**src/rtl/dmem_arbiter.sv**
```systemverilog
// Round-robin arbiter and strobe sequencer for the 32-bit data SRAM (four 8-bit chips),
// shared between the CPU load/store path (port C) and the host loader/debug port (port H).
module dmem_arbiter #(
    parameter int WAIT_CYCLES = 2,
    parameter int AW          = 15
) (
    input  logic          clk,
    input  logic          rst_n,
    input  logic          c_req,
    input  logic          c_we,
    input  logic [3:0]    c_be_n,
    input  logic [AW-1:0] c_addr,
    input  logic [31:0]   c_wdata,
    output logic          c_ack,
    output logic [31:0]   c_rdata,
    output logic          c_stall,
    input  logic          h_req,
    input  logic          h_we,
    input  logic [3:0]    h_be_n,
    input  logic [AW-1:0] h_addr,
    input  logic [31:0]   h_wdata,
    output logic          h_ack,
    output logic [31:0]   h_rdata,
    output logic [AW-1:0] sram_addr,
    output logic [3:0]    sram_ce_n,
    output logic          sram_oe_n,
    output logic [3:0]    sram_we_n,
    output logic [31:0]   sram_dout,
    output logic          sram_dout_en,
    input  logic [31:0]   sram_din
);

    // state  | meaning
    // IDLE   | no access in flight; arbitrate between c_req and h_req
    // SETUP  | address and chip enables valid; oe low (read) or data driven (write)
    // ACCESS | WAIT_CYCLES strobe cycles; read data captured on the last one
    // DONE   | we released while addr/ce/data held; owner acked

    localparam logic       PORT_C      = 1'b0;
    localparam logic       PORT_H      = 1'b1;
    localparam logic [3:0] ACCESS_LOAD = 4'(WAIT_CYCLES - 1);

    typedef enum logic [1:0] {
        IDLE   = 2'd0,
        SETUP  = 2'd1,
        ACCESS = 2'd2,
        DONE   = 2'd3
    } state_t;

    state_t        state;
    state_t        state_nxt;
    logic          owner;
    logic          last_grant;
    logic          grant_h;
    logic          grant_vld;
    logic          last_access;
    logic          lat_we;
    logic [3:0]    lat_be_n;
    logic [3:0]    cnt;
    logic [AW-1:0] lat_addr;
    logic [31:0]   lat_wdata;

    // On a tie the port that did not win last time gets the SRAM.
    assign grant_vld   = c_req | h_req;
    assign grant_h     = h_req & (~c_req | (last_grant == PORT_C));
    assign last_access = (state == ACCESS) && (cnt == 4'd0);

    always_ff @(posedge clk or negedge rst_n) begin
        if (!rst_n) begin
            state <= IDLE;
        end else begin
            state <= state_nxt;
        end
    end

    always_comb begin
        state_nxt = state;
        case (state)
            IDLE:    if (grant_vld) state_nxt = SETUP;
            SETUP:   state_nxt = ACCESS;
            ACCESS:  if (cnt == 4'd0) state_nxt = DONE;
            DONE:    state_nxt = IDLE;
            default: state_nxt = IDLE;
        endcase
    end

    always_ff @(posedge clk or negedge rst_n) begin
        if (!rst_n) begin
            owner      <= PORT_C;
            last_grant <= PORT_H;
            lat_we     <= 1'b0;
            lat_be_n   <= 4'hF;
            lat_addr   <= '0;
            lat_wdata  <= '0;
        end else if (state == IDLE && grant_vld) begin
            owner      <= grant_h;
            last_grant <= grant_h;
            lat_we     <= grant_h ? h_we    : c_we;
            lat_be_n   <= grant_h ? h_be_n  : c_be_n;
            lat_addr   <= grant_h ? h_addr  : c_addr;
            lat_wdata  <= grant_h ? h_wdata : c_wdata;
        end
    end

    always_ff @(posedge clk or negedge rst_n) begin
        if (!rst_n) begin
            cnt <= 4'd0;
        end else if (state == SETUP) begin
            cnt <= ACCESS_LOAD;
        end else if (state == ACCESS && cnt != 4'd0) begin
            cnt <= cnt - 4'd1;
        end
    end

    always_ff @(posedge clk or negedge rst_n) begin
        if (!rst_n) begin
            c_rdata <= '0;
            h_rdata <= '0;
        end else if (last_access && !lat_we) begin
            if (owner == PORT_H) h_rdata <= sram_din;
            else                 c_rdata <= sram_din;
        end
    end

    // Strobes decode from registered state so an async reset kills them immediately.
    always_comb begin
        sram_ce_n    = 4'hF;
        sram_oe_n    = 1'b1;
        sram_we_n    = 4'hF;
        sram_dout_en = 1'b0;
        c_ack        = 1'b0;
        h_ack        = 1'b0;
        case (state)
            SETUP: begin
                sram_ce_n    = lat_we ? lat_be_n : 4'h0;
                sram_oe_n    = lat_we;
                sram_dout_en = lat_we;
            end
            ACCESS: begin
                sram_ce_n    = lat_we ? lat_be_n : 4'h0;
                sram_oe_n    = lat_we;
                sram_dout_en = lat_we;
                if (lat_we) sram_we_n = lat_be_n;
            end
            DONE: begin
                sram_ce_n    = lat_we ? lat_be_n : 4'h0;
                sram_dout_en = lat_we;
                c_ack        = (owner == PORT_C);
                h_ack        = (owner == PORT_H);
            end
            default: begin
                sram_ce_n = 4'hF;
            end
        endcase
    end

    assign sram_addr = lat_addr;
    assign sram_dout = lat_wdata;
    assign c_stall   = c_req & ~c_ack;

endmodule

```
**config.mk**
```make
export PLATFORM = sky130hd
export DESIGN_NAME = dmem_arbiter
export DESIGN_NICKNAME = d
export VERILOG_FILES = /design/src/rtl/dmem_arbiter.sv
export SDC_FILE = /design/constraint.sdc
export NUM_CORES = 1
export LEC_CHECK = 0
export ABC_CLOCK_PERIOD_IN_PS = 3400
export BUFFER_PORTS_ARGS = -buffer_cell sky130_fd_sc_hd__buf_4
export CAP_MARGIN = 20
export CORE_ASPECT_RATIO = 0.9
export CORE_MARGIN = 2
export CORE_UTILIZATION = 50
export DETAILED_ROUTE_END_ITERATION = 6
export PLACE_DENSITY = 0.85
export SLEW_MARGIN = 20
export SYNTH_ARGS = -nofsm -noshare
export SYNTH_HDL_FRONTEND = slang
export SYNTH_SLANG_ARGS = --single-unit
```
**constraint.sdc**
```tcl
create_clock -name clk -period 3.4 [get_ports clk]
set_input_delay 0.51 -clock clk [delete_from_list [all_inputs] [get_ports clk]]
set_output_delay 0.51 -clock clk [all_outputs]
set_load 0.03 [all_outputs]
```
# After elaboration in Yosys (flattened, before gate mapping)
# Index checks and enable logic that the tools add are counted.
[classes]
mux = 17
bitwise = 8
eq_ne = 5
n_addsub = 1
reduce_logical = 14
[ops]
columns = ["cell", "count"]
rows = [
  ["$mux 32", 1],
  ["$mux 4", 7],
  ["$mux 15", 1],
  ["$pmux 2 s4", 1],
  ["$reduce_and 2->1", 3],
  ["$mux 1", 5],
  ["$eq 2x2->1 const B", 2],
  ["$logic_and 1x1->1", 4],
  ["$logic_not 4->1", 1],
  ["$mux 2", 2],
  ["$ne 2x2->1 const B", 2],
  ["$not 1->1", 4],
  ["$reduce_bool 4->1", 1],
  ["$sub 4x1->4 const B", 1],
  ["$reduce_or 3->1", 1],
  ["$and 1x1->1", 2],
  ["$eq 2x1->1 const B", 1],
  ["$logic_not 2->1", 1],
  ["$or 1x1->1", 2],
  ["$reduce_bool 2->1", 1],
  ["$reduce_or 2->1", 1],
  ["$logic_not 1->1", 1],
]
[totals]
reg_bits = 124
out_inout_bits = 124

# Depth between registers and ports, before layout
[logic_depth]
depth_word = 4
depth_mapped = 8

# Worst setup path before layout
# OpenSTA, ideal clock, no wires.
[synth_path]
path_kind = "reg2reg"
from = "register state[0]"
to = "register c_rdata[10]"
path_buffers = 3
slack_ns = 1.470
setup_time_ns = 0.125
period_less_slack_ns = 1.930
arrival_ns = 1.805
path_stages_with_launch = 9
required_ns = 3.275
path_cell_list = "dfrtp_1 -> inv_1 -> ha_1 -> buf_2 -> nand2b_1 -> or4_4 -> buf_6 -> buf_6 -> mux2_4"
[synth_between]
elab_chain_len = 4
[synth_lines]
columns = ["element", "line", "source"]
rows = [
  ["start, declared", "50", "state_t state;"],
  ["start signal, assigned", "72", "state <= state_nxt;"],
  ["$eq 2x2->1", "66", "assign last_access = (state == ACCESS) && (cnt == 4'd0);"],
  ["$logic_and 1x1->1", "66", ""],
  ["$logic_and 1x1->1", "119", "end else if (last_access && !lat_we) begin"],
  ["$reduce_and 2->1 (no line)", "n/a", ""],
  ["end signal, assigned", "121", "else c_rdata <= sram_din;"],
  ["end, declared", "15", "output logic [31:0] c_rdata,"],
]
# No other way between the ends.
# A chain may end at the register's enable or synchronous reset.

# Worst setup path in the final report
[layout_path]
from = "register state[0]"
to = "output sram_we_n[1]"
[layout_between]
elab_chain_len = 2
[layout_lines]
columns = ["element", "line", "source"]
rows = [
  ["$eq 2x2->1", "133", "case (state)"],
  ["$mux 4", "133", ""],
  ["end, declared", "27", "output logic [3:0] sram_we_n,"],
]
# No other way between the ends.

==> results.md <==
* Status: completed
* Wire per inst at approximately 18 microns
* Hold Slack at 0.153 ns
* Die height at about 100 microns
* Drt via density at between 5 and 6
* Post-DRT Antenna Nets at 0
* Final Power at 0.00935 W
* CTS resizes at 0
* CP cell instances: inv_1, ha_1, nand2_1, or2_2, buf_4
* Max Slew Vio Count at 0
* Distinct cells, synth at 33
* IO Pins at 264
* CTS tree: built
* Post-Syn Area per Cell at 11.4 sq um
* Largest area contributor in the netlist: dfrtp_1
* # DRC at 0
* Rows at 36
* FF+latch area at 0.00311 sq mm
* Starting density of the core at around 50%
* Die area at approximately 0.012 sq mm
* Synth area leaders: dfrtp_1 (53%), mux2_4 (16%), a21oi_1 (9.6%)
* Core box area at 0.0109 sq mm
* First-pass GRT wire length at approximately 25 mm
* Final hold violations at 0
* Number of global-route vias before repair at 4,729
* Synth Flop Type: dfrtp_1
* Syn Inst Count at 487
* I/O Buffers at approximately 260
* Nets at roughly 890
* Final core utilization at approximately three quarters
* Async SR Flop Fraction at 100%
* WL final at 16.6 mm
* Leak at 4.17 nW
* DP HPWL at approximately 11 mm
* Synth Warn # at 0
* Syn_nets at 633
* # fillers at 685
* CTS sink count at 124
* Slew margin rel. at 30.5%
* DR vias at 4,773
* Postcts setup bufs at 0
* Area grow syn2layout at 47.0%
* Max incr delay on CP at 0.41 ns
* Worst skew pair latency at 0.42 ns
* Gr usage total at 27.5%
* Pre-antenna DRT Iters at 4
* CP Capture Type: output port
* CTS Root Cell: clkbuf_16
* Data required, critical path at 2.89 ns
* Yosys top cell area share at 53.5%
* Clock slew at reported path FFs at 0.06 ns
* Chip width at 115 microns
* H-tree Lvls at 4
* CP Launch Type: flip-flop
* Multi-input gate area at 0.00227 sq mm
* # hold bufs at CTS at 0
* Fin crit period at roughly 2.4 ns
* Max Cap Viol at 0
* Final setup viols at 0
* FMAX at 0.420 GHz
* DR iter-0 viols at 318
* Ant diodes at 0
* Period utilization at roughly 70%
* Clock buffer depth at 2
* CTS Buf Count at 17
* Largest net degree at the start of global routing at 64
* Kind of critical path: reg -> out
* Number of synthesized flops with an enable pin at 0
* Worst Tran Pin Value at between 1 and 1.5 ns
* Share of cells above drive strength 1 at 49.7%
* Setup total negative slack at 0 ns
* Initial antenna violation count at 0
* Worst IR Drop VDD at 0.642 mV
* Most common cell in the netlist: dfrtp_1
* Global route overflow at 0
* Worst hold path class: in -> async
* RSZ-0062 raised after global routing: false
* Sequential-to-total area share from yosys stat at 55.8%
* Fin Clk Skew at 0.00778 ns
* Netlist Area Pre-Place at about 0.0056 sq mm
* Post-synth top cells: dfrtp_1 (119), a21oi_1 (107), mux2_4 (60)
* Pwr Density at 1140 mW/mm^2
* Critical Path Fanout Max at 10
* Max stage delay cell, worst path: dfrtp_1
* Seq cells post-synth at around 120
* Final GP Congestion at 0.807
* Arr. time, crit path at 1.87 ns
==> final cells by class <==
cell class	count	area share, %
multi-input cells	324	27.7
repair buffers	267	24.6
flip-flops and latches	124	38.0
inverters	5	0.229
well taps	152	2.32
clock inverters	13	1.73
clock buffers	19	5.41
==> routing by layer <==
metal	track usage, %	routed length, microns
met5	0	0
met4	10.1	430
met3	9.09	1380
met2	45.5	8270
met1	33.5	6490
==> logic make-up after synthesis <==
logic type / count (synthesis) / share of synthesized area [%]
fa+ha+maj: 6 / 1.35
flops: 124 / 55.8
mux: 66 / 17.4
simple gates: 131 / 10.1
buf+inv: 39 / 3.87
compound gates: 121 / 11.5
==> where the power goes <==
part	total, W	switching [W]	leakage, nW	internal (W)
registers	0.00278	0.000531	1.42	0.00225
clock network	0.00179	0.000688	0.268	0.00110
logic	0.00477	0.00280	2.49	0.00197
==> worst max-delay path: cells and delay by family (launching register included) <==
kind                     cells  cell delay, ns
AND/OR/NAND/NOR              2            0.45
flip-flops                   1            0.41
adder cells (fa/ha/maj)      1            0.34
buffers and inverters        2            0.26
==> path summary, 6_finish.rpt <==
check,startpoint,depth (start not counted),endpoint,slack (ns)
max in group asynchronous,rst_n,2,lat_be_n[3]$_DFFE_PN1P_,2.37
max,state[0]$_DFFE_PN0P_,5,sram_we_n[1],1.02
max reg2reg,state[0]$_DFFE_PN0P_,5,sram_dout[14]$_DFFE_PN0P_,1.06
min,rst_n,1,c_rdata[3]$_DFFE_PN0P_,0.15
min in group clk,c_be_n[1],3,lat_be_n[1]$_DFFE_PN1P_,0.30
min reg2reg,h_rdata[31]$_DFFE_PN0P_,1,h_rdata[31]$_DFFE_PN0P_,0.49
==> per-stage QoR <==
| step | std cells | area (sq um) | setup slack (ns) |
|---|---|---|---|
| 2_1_floorplan | 487 | 5570 | 1.47 |
| 3_3_place_gp | 872 | 7600 | 1.26 |
| 3_5_place_dp | 872 | 7600 | 1.14 |
| 4_1_cts | 904 | 8190 | 1.00 |
| 5_1_grt | 904 | 8190 | 0.883 |
| 6_report | 904 | 8190 | 1.02 |
==> flip-flops by register name (all words and copies together), names as in the netlist <==
name / flops
lat_we: 1
c_rdata: 32
sram_dout: 32
lat_be_n: 4
last_grant: 1
h_rdata: 32
sram_addr: 15
state: 2
cnt: 4
owner: 1
==> layout by cell type (no fill, tap or decap), drive strengths merged, types with 3 or more instances in the layout <==
cell type / instances
buf: 267
dfrtp: 119
a21oi: 107
mux2: 65
nand2: 56
nor2: 56
clkbuf: 19
inv: 7
ha: 6
clkinvlp: 6
dfstp: 5
a21o: 4
or2: 4
nor2b: 3
nand2b: 3
clkinv: 3
No activity file was read; power rests on OpenSTA's default activity.
